### src/rtl/img_proc_pkg.sv
// img_proc_pkg: shared scratch-memory constants, requester ids and the read return tag
package img_proc_pkg;
    localparam int SC_AW = 16;
    localparam int SC_DW = 128;
    localparam int SC_RD_LAT = 2;
    localparam logic [1:0] REQ_WR = 2'd0;
    localparam logic [1:0] REQ_RD0 = 2'd1;
    localparam logic [1:0] REQ_RD1 = 2'd2;
    typedef struct packed {
        logic v;
        logic id;
    } rd_tag_t;
    function automatic logic [1:0] rr_next(input logic [1:0] k);
        return (k == REQ_RD1) ? REQ_WR : k + 2'd1;
    endfunction
endpackage

### src/rtl/rr_arb3.sv
// rr_arb3: three-way round-robin pick starting from the requester named by ptr
module rr_arb3
    import img_proc_pkg::*;
(
    input  logic [2:0] req,
    input  logic [1:0] ptr,
    output logic [2:0] gnt,
    output logic [1:0] id
);
    logic [1:0] c1, c2;
    always_comb begin
        c1 = rr_next(ptr);
        c2 = rr_next(c1);
        id = req[ptr] ? ptr : req[c1] ? c1 : c2;
        gnt = (|req) ? 3'b001 << id : 3'b000;
    end
endmodule

### src/rtl/sc_mem_arbiter.sv
// sc_mem_arbiter: one writer and two readers sharing a single-port scratch memory,
// registered command, tagged in-order read return
module sc_mem_arbiter
    import img_proc_pkg::*;
#(
    parameter int AW = SC_AW,
    parameter int DW = SC_DW,
    parameter int RD_LAT = SC_RD_LAT
) (
    input  logic          clk,
    input  logic          reset,
    input  logic          enable,
    input  logic          wr_req,
    input  logic [AW-1:0] wr_addr,
    input  logic [DW-1:0] wr_data,
    output logic          wr_gnt,
    input  logic          rd0_req,
    input  logic [AW-1:0] rd0_addr,
    input  logic          rd1_req,
    input  logic [AW-1:0] rd1_addr,
    output logic          rd0_gnt,
    output logic          rd1_gnt,
    output logic          rd0_rvalid,
    output logic          rd1_rvalid,
    output logic [DW-1:0] rd0_rdata,
    output logic [DW-1:0] rd1_rdata,
    output logic [AW-1:0] mem_addr,
    output logic [DW-1:0] mem_wt_data,
    output logic          mem_wt_en,
    output logic          mem_rd_en,
    input  logic [DW-1:0] mem_rd_data,
    output logic          busy
);
    logic [2:0] req_v, gnt;
    logic [1:0] gnt_id;
    logic [1:0] ptr_q, ptr_d;
    logic [AW-1:0] mem_addr_q, mem_addr_d;
    logic [DW-1:0] mem_wt_data_q, mem_wt_data_d;
    logic mem_wt_en_q, mem_wt_en_d, mem_rd_en_q, mem_rd_en_d;
    logic rvalid0_q, rvalid0_d, rvalid1_q, rvalid1_d;
    logic [DW-1:0] rdata0_q, rdata0_d, rdata1_q, rdata1_d;
    logic busy_q, busy_d, tag_any;
    rd_tag_t tag_q [0:RD_LAT];
    rd_tag_t tag_d [0:RD_LAT];
    rd_tag_t ret;

    assign req_v = (reset || !enable) ? 3'b000 : {rd1_req, rd0_req, wr_req};

    rr_arb3 u_arb (
        .req(req_v),
        .ptr(ptr_q),
        .gnt(gnt),
        .id (gnt_id)
    );

    assign wr_gnt = gnt[REQ_WR];
    assign rd0_gnt = gnt[REQ_RD0];
    assign rd1_gnt = gnt[REQ_RD1];
    assign mem_addr = mem_addr_q;
    assign mem_wt_data = mem_wt_data_q;
    assign mem_wt_en = mem_wt_en_q;
    assign mem_rd_en = mem_rd_en_q;
    assign rd0_rvalid = rvalid0_q;
    assign rd1_rvalid = rvalid1_q;
    assign rd0_rdata = rdata0_q;
    assign rd1_rdata = rdata1_q;
    assign busy = busy_q;

    always_comb begin
        ptr_d = (|gnt) ? rr_next(gnt_id) : ptr_q;
        mem_wt_en_d = gnt[REQ_WR];
        mem_rd_en_d = gnt[REQ_RD0] | gnt[REQ_RD1];
        mem_addr_d = gnt[REQ_WR] ? wr_addr : gnt[REQ_RD0] ? rd0_addr : gnt[REQ_RD1] ? rd1_addr : mem_addr_q;
        mem_wt_data_d = gnt[REQ_WR] ? wr_data : mem_wt_data_q;
        // stage RD_LAT lines up with mem_rd_data for that read
        tag_d[0] = {mem_rd_en_d, gnt[REQ_RD1]};
        for (int i = 1; i <= RD_LAT; i++)
            tag_d[i] = tag_q[i-1];
        ret = tag_q[RD_LAT];
        rvalid0_d = ret.v & ~ret.id;
        rvalid1_d = ret.v & ret.id;
        rdata0_d = rvalid0_d ? mem_rd_data : rdata0_q;
        rdata1_d = rvalid1_d ? mem_rd_data : rdata1_q;
        tag_any = 1'b0;
        for (int i = 0; i <= RD_LAT; i++)
            tag_any = tag_any | tag_q[i].v;
        busy_d = wr_req | rd0_req | rd1_req | tag_any;
    end

    always_ff @(posedge clk) begin
        if (reset) begin
            ptr_q <= REQ_WR;
            mem_addr_q <= '0;
            mem_wt_data_q <= '0;
            mem_wt_en_q <= 1'b0;
            mem_rd_en_q <= 1'b0;
            rvalid0_q <= 1'b0;
            rvalid1_q <= 1'b0;
            rdata0_q <= '0;
            rdata1_q <= '0;
            busy_q <= 1'b0;
            for (int i = 0; i <= RD_LAT; i++)
                tag_q[i] <= '0;
        end else begin
            ptr_q <= ptr_d;
            mem_addr_q <= mem_addr_d;
            mem_wt_data_q <= mem_wt_data_d;
            mem_wt_en_q <= mem_wt_en_d;
            mem_rd_en_q <= mem_rd_en_d;
            rvalid0_q <= rvalid0_d;
            rvalid1_q <= rvalid1_d;
            rdata0_q <= rdata0_d;
            rdata1_q <= rdata1_d;
            busy_q <= busy_d;
            for (int i = 0; i <= RD_LAT; i++)
                tag_q[i] <= tag_d[i];
        end
    end
endmodule

### config.mk
export PLATFORM = sky130hd
export DESIGN_NAME = sc_mem_arbiter
export DESIGN_NICKNAME = d
export VERILOG_FILES = /design/src/rtl/img_proc_pkg.sv /design/src/rtl/rr_arb3.sv /design/src/rtl/sc_mem_arbiter.sv
export SDC_FILE = /design/constraint.sdc
export NUM_CORES = 1
export LEC_CHECK = 0
export BUFFER_PORTS_ARGS = -buffer_cell sky130_fd_sc_hd__buf_4
export CAP_MARGIN = 20
export CORE_AREA = 10 10 273 275
export DETAILED_ROUTE_END_ITERATION = 8
export DIE_AREA = 0 0 283 285
export PLACE_DENSITY = 0.49
export SLEW_MARGIN = 20
export SYNTH_ARGS = -nofsm -noshare
export SYNTH_HDL_FRONTEND = slang
export SYNTH_HIERARCHICAL = 1
export SYNTH_SLANG_ARGS = --single-unit
### constraint.sdc
create_clock -name clk -period 2.2 [get_ports clk]
set_input_delay 0.11 -clock clk [delete_from_list [all_inputs] [get_ports clk]]
set_output_delay 0.11 -clock clk [all_outputs]
set_load 0.05 [all_outputs]
=== Yosys cells after proc, flatten, opt, wreduce, memory -nomap -nowiden ===
Memories as Yosys holds them, arrays and structs flattened.
Index checks and enable logic that the tools add are counted.

* Register bits after elaboration: 407
* Bits in latches: 0
* Bits in writable memories: 6
* ROM bits: 0
* Output and inout bits: 408
* Memories: 1

{| class="wikitable"
|+ Memories
! name !! words !! bits a word !! rd ports !! clocked after memory_dff !! write ports !! line !! text
|-
| tag_q || 3 || 2 || 3 || 0 || 3 || sc_mem_arbiter.sv:43 || <nowiki>rd_tag_t tag_q [0:RD_LAT];</nowiki>
|}

* $add $sub $neg: 3
* Multiply operators: 0
* Divide/modulo/power cells: 0
* Order comparisons: 2
* Equality and inequality tests: 3
* Shift operators: 1
* Multiplexer cells: 20
* Bitwise logic cells: 12
* Reduce and logical (&&, ||, !) cells: 5

{| class="wikitable"
|+ Operators with widths
! operator !! number
|-
| two-way mux 16 bit || 3
|-
| two-way mux 2 bit || 8
|-
| bitwise OR 1 bit || 9
|-
| adder 2 x 1 -> 2 bit, second input constant || 3
|-
| equality test 2 bit, second input constant || 3
|-
| < comparator 2 x 3 -> 1 bit, second input constant || 2
|-
| two-way mux 3 bit || 2
|-
| OR reduction 3 bit || 2
|-
| two-way mux 1 bit || 5
|-
| binary-select mux 1 bit (select 2 bit) || 2
|-
| nonzero test 3 bit || 1
|-
| left shift 1 x 2 -> 3 bit, first input constant || 1
|-
| AND 1 bit || 2
|-
| zero test 1 bit || 1
|-
| logical OR 1 bit || 1
|-
| inverter 1 bit || 1
|}

=== Longest topological paths before layout ===
* Depth in word-level cells: 12
* Gate-level depth with buffers: 11
* Depth with buffers taken out: 8

=== Cells and area by module ===
The synthesis kept the hierarchy.

{| class="wikitable"
|+ Modules (own cells, without submodules)
! module !! instances !! cells an instance !! area each (um^2)
|-
| sc_mem_arbiter || 1 || 1653 || 14502.7
|-
| rr_arb3 || 1 || 17 || 118.9
|}

=== Worst setup path after synthesis ===
Ideal clock, no wire load.

* Kind: in2reg
* Start: input reset
* End: register mem_wt_data_q[0], in the netlist mem_wt_data[0]
* Library setup time: 117 ps
* Arrival: 2202 ps
* Data required time: 2083 ps
* Slack: -119 ps
* Stages: 11
* Cell sequence: buf_2 nor2b_1 and2_1 and2b_1 nand2_1 and3_1 buf_4 buf_2 buf_2 mux2i_1 nor2_1

* Longest elaborated chain between the ends: 8
* Elaborated cells between the ends (all ways): 11

{| class="wikitable"
|+ Ends and longest elaborated chain
! item !! line !! text
|-
| from (decl) || sc_mem_arbiter.sv:11 || <nowiki>input logic reset,</nowiki>
|-
| logical OR 1 bit (*) || sc_mem_arbiter.sv:47 || <nowiki>assign req_v = (reset || !enable) ? 3'b000 : {rd1_req, rd0_req, wr_req};</nowiki>
|-
| two-way mux 3 bit (*) || sc_mem_arbiter.sv:47 ||
|-
| via req_v[2] || sc_mem_arbiter.sv:34 || <nowiki>logic [2:0] req_v, gnt;</nowiki>
|-
| binary-select mux 1 bit (select 2 bit) || rr_arb3.sv:14 || <nowiki>id = req[ptr] ? ptr : req[c1] ? c1 : c2;</nowiki>
|-
| two-way mux 1 bit (implied by the code) || rr_arb3.sv:14 ||
|-
| two-way mux 2 bit (2 in a row) || rr_arb3.sv:14 ||
|-
| left shift 1 x 2 -> 3 bit || rr_arb3.sv:15 || <nowiki>gnt = (|req) ? 3'b001 << id : 3'b000;</nowiki>
|-
| two-way mux 3 bit (*) || rr_arb3.sv:15 ||
|-
| via wr_gnt || sc_mem_arbiter.sv:16 || <nowiki>output logic wr_gnt,</nowiki>
|-
| to (signal assigned) || sc_mem_arbiter.sv:107 || <nowiki>mem_wt_data_q <= mem_wt_data_d;</nowiki>
|-
| to (decl) || sc_mem_arbiter.sv:38 || <nowiki>logic [DW-1:0] mem_wt_data_q, mem_wt_data_d;</nowiki>
|}

Mark *: on every way through the listed nets, which the timed path passes. The rest lies on a longest branch. The select of a mux whose other input is x is not followed.
A chain may end at the register's enable or synchronous reset.

=== Worst setup path in the final report ===
* Start: register ptr_q[0]
* End: register mem_wt_data_q[94], in the netlist mem_wt_data[94]

* Longest elaborated chain between the ends: 8
* Elaborated cells between the ends (all ways): 14

{| class="wikitable"
|+ Ends and longest elaborated chain
! item !! line !! text
|-
| from (decl) || sc_mem_arbiter.sv:36 || <nowiki>logic [1:0] ptr_q, ptr_d;</nowiki>
|-
| from (signal assigned) || sc_mem_arbiter.sv:105 || <nowiki>ptr_q <= ptr_d;</nowiki>
|-
| adder 2 x 1 -> 2 bit or equality test 2 bit (tied branches) || img_proc_pkg.sv:14 || <nowiki>return (k == REQ_RD1) ? REQ_WR : k + 2'd1;</nowiki>
|-
| two-way mux 2 bit || img_proc_pkg.sv:14 ||
|-
| adder 2 x 1 -> 2 bit, or another cell as far along || img_proc_pkg.sv:14 ||
|-
| two-way mux 2 bit or two-way mux 1 bit (tied branches) || img_proc_pkg.sv:14, rr_arb3.sv:14 ||
|-
| two-way mux 2 bit || rr_arb3.sv:14 ||
|-
| two-way mux 2 bit (*) || rr_arb3.sv:14 ||
|-
| left shift 1 x 2 -> 3 bit (*) || rr_arb3.sv:15 ||
|-
| two-way mux 3 bit (*) || rr_arb3.sv:15 ||
|}

Every way passes the cells marked *; elsewhere a longest branch is shown, timed or not. The select of a mux whose other input is x is not followed.

==> metrics.csv <==
stage,metric,value,unit
outcome,status,"finished, final reports clean",
sta,min cycle time layout,2.07,ns
global_route,GRT Overall Usage,15.8,%
routing,Via density,4.19,
sta,Tcrit/Tclk final,94.2,%
placement,routability cong.,0.881,
global_route,GR met1 Demand/Resource,16.9,%
finish,Syn-to-layout area delta,75.8,%
critical_path,"Cell Chain, Critical Path",and2b_1 -> nand2_1 -> and3_4 -> buf_16 -> mux2i_1 -> nor2_1 -> dlygate4sd3_1,
critical_path,CP max stage cell,dlygate4sd3_1,
global_route,first-pass GRT wire length,100,mm
finish,fin cells,3630,
critical_path,Arrival @ worst endpoint,2.52,ns
global_route,gr busiest metal,met2,
floorplanning,Die Span X,283,um
critical_path,CP Data Required Time,2.64,ns
pwr,PD cells,686,mW/mm2
sta,Fin. Hold Viols,0,
routing,# DRC,0,
logic_synthesis,Synth Instances,1670,
cts,CTS buffer count,48,
placement,Cells after DPL,3235,
global_route,global route total overflow,0,
cts,worst skew pair latency,0.57,ns
routing,final WL,67.3,mm
logic_synthesis,"Seq/Total Area, Yosys",56.4,%
hold_path,worst hold path type,primary input to flip-flop,
floorplanning,initial core utilization,21.1,%
logic_synthesis,Synth area leader,dfxtp_1,
routing,Pre-Repair DR Iteration Count,5,
sta,Final Max Tran Viols,0,
floorplanning,std cell rows,97,
critical_path,peak fanout along the critical path,24,
logic_synthesis,"top cells by area, synth","dfxtp_1 (56%), nand2_1 (13%), a21oi_1 (8.9%)",
sta,final clock skew,0.0115,ns
logic_synthesis,syn_area_per_cell,8.76,um2
finish,ratio of cells with drive above 1 in the final layout,31.0,%
sta,Min Hold Slack,0.0495,ns
logic_synthesis,Post-synth top flop,dfxtp_1,
floorplanning,Die Ht,285,um
sta,Final Setup Violations,0,
logic_synthesis,"Cell Area, Synth",0.0146,mm2
floorplanning,die area,0.0807,mm2
critical_path,FF-to-FF setup slack,0.13,ns
finish,Final Net Count,2963,
routing,drt wl/cell,18.5,um
logic_synthesis,Synth top area share,56.4,%
placement,Setup WS pre-CTS,0.152,ns
placement,dpl hpwl,49.4,mm
logic_synthesis,number of synthesized flops with an enable pin,0,
placement,IO Port Bufs,717,
job,max cap viols,0,
placement,Post-DP Area,0.0211,mm2
critical_path,kind of critical path,flip-flop to flip-flop,
logic_synthesis,Synth Register Bits,412,
logic_synthesis,syn_nets,1980,
cts,CTS Buffer Depth,3,
cts,clock sink count,412,
cts,Root Buffer,clkbuf_16,
finish,fill count,6986,
logic_synthesis,Post-synth top cells,"nand2_1 (517), dfxtp_1 (412), a21oi_1 (259), nor2_1 (134), mux2i_1 (128)",
sta,Setup TNS,0,ns
sta,maximum clock frequency,483,MHz
cts,H-tree depth,2,
critical_path,CP Capture Type,flip-flop,
global_route,largest net degree at the start of global routing,192,
pwr,static leakage,10.7,nW
floorplanning,IO Pins,718,
sta,slew margin rel.,24.4,%
routing,DR iter-0 viols,773,
global_route,vias in the first global route,16200,
sta,unrepaired setup endpoints after global routing,no,
critical_path,max incr delay on CP,0.56,ns
routing,routed vias,15200,
cts,CTS tree,done,
logic_synthesis,synth warn,6,
floorplanning,core area,0.0693,mm2
global_route,initial antenna violation count,11,
cts,Clock Pin Slew Worst Setup and Hold Paths,0.06,ns
pwr,VDD IR-drop max,0.525,mV
logic_synthesis,Netlist cell types,32,
global_route,grt met2 use,28.3,%
routing,Routed Antenna Nets,0,
critical_path,critical path launch point type,flip-flop,
sta,worst-margin pin slew,1.13,ns
logic_synthesis,"count leader, synth",nand2_1,
sta,Setup WS post-layout,0.128,ns
finish,final instance area,0.0257,mm2
logic_synthesis,Synth async-reset ratio,0,%
global_route,GR Util met3,6.18,%
-- cell usage in the layout, fill, tap and decap left out, types with 3 or more instances in the layout --
cell and n:
dlygate4sd3_1 306, nor2b_1 24, a21oi_1 259, clkbuf_16 49
a32o_1 16, nor2_1 134, nand2b_1 16, buf_4 730
buf_12 17, dfxtp_1 411, nand2_1 516, clkbuf_1 12
diode_2 7, mux2i_1 128, a211o_1 16, and2_1 3
clkinv_2 6, clkbuf_8 11
-- path summary, 6_finish.rpt --
check                from         endpoint  depth (start not counted)
max              ptr_q[0]  mem_wt_data[94]                          7
min          rd1_addr[13]     mem_addr[13]                          4
max reg2reg      ptr_q[0]  mem_wt_data[94]                          7
min reg2reg   tag_q[0][0]      tag_q[0][2]                          1
-- timing repair --
action                                  CTS  global route
cloned                                    1             0
hold buffers                            306             0
setup buffers                             1             0
hold endpoints to repair                401             0
resized for setup                         1             1
endpoints found under the setup margin    1             2
-- logic make-up after synthesis --
group | Yosys count | share of synthesized area [%]
AO/OA/AOI/OAI | 297 | 11.3
buffers and inverters | 124 | 4.12
flip-flops | 412 | 56.4
multiplexers | 128 | 8.76
AND/OR/NAND/NOR | 709 | 19.4
-- per-layer routing --
metal / wire (um) / part of all wire [%]
met5: 0 / 0
met4: 1840 / 2.7
met3: 6200 / 9.2
met2: 33700 / 50
met1: 25600 / 38
-- per-stage QoR --
stage / power (mW) / util, %
6_report: 17.6 / 37.1
2_1_floorplan: 8.77 / -
5_1_grt: 18.4 / 37.1
4_1_cts: 17.9 / 37.1
3_5_place_dp: 9.66 / 30.4
3_3_place_gp: 9.64 / 30.4
-- worst max-delay path, delay by kind of cell, from the launching register on --
family	cells	cell delay (ns)
buf+inv	2	0.76
simple gates	4	0.58
flops	1	0.36
mux	1	0.22
-- registers in the layout (all words and copies together), names as in the netlist --
register,cells
tag_q,6
busy,1
mem_wt_en,1
rd1_rdata,128
rd0_rvalid,1
rd0_rdata,128
mem_addr,16
rd1_rvalid,1
ptr_q,2
mem_wt_data,128
-- power by group --
group / internal, mW / total [mW] / switching, mW / leakage, nW
Clock: 4.53 / 7.66 / 3.13 / 0.739
Combinational: 1.10 / 2.29 / 1.19 / 6.58
Sequential: 7.60 / 7.69 / 0.0813 / 3.33
Total: 13.2 / 17.6 / 4.40 / 10.7
-- layout make-up --
cell class	instances	area (um2)	share of cell area [%]
Antenna cell	7	17.5	0.0681
Tap cell	940	1180	4.58
Timing Repair Buffer	1056	8960	34.9
Clock inverter	8	68.8	0.268
Inverter	1	3.75	0.0146
Sequential cell	412	8250	32.1
Clock buffer	72	1420	5.53
Multi-Input combinational cell	1134	5810	22.6
(Power assumes the default switching activity.)
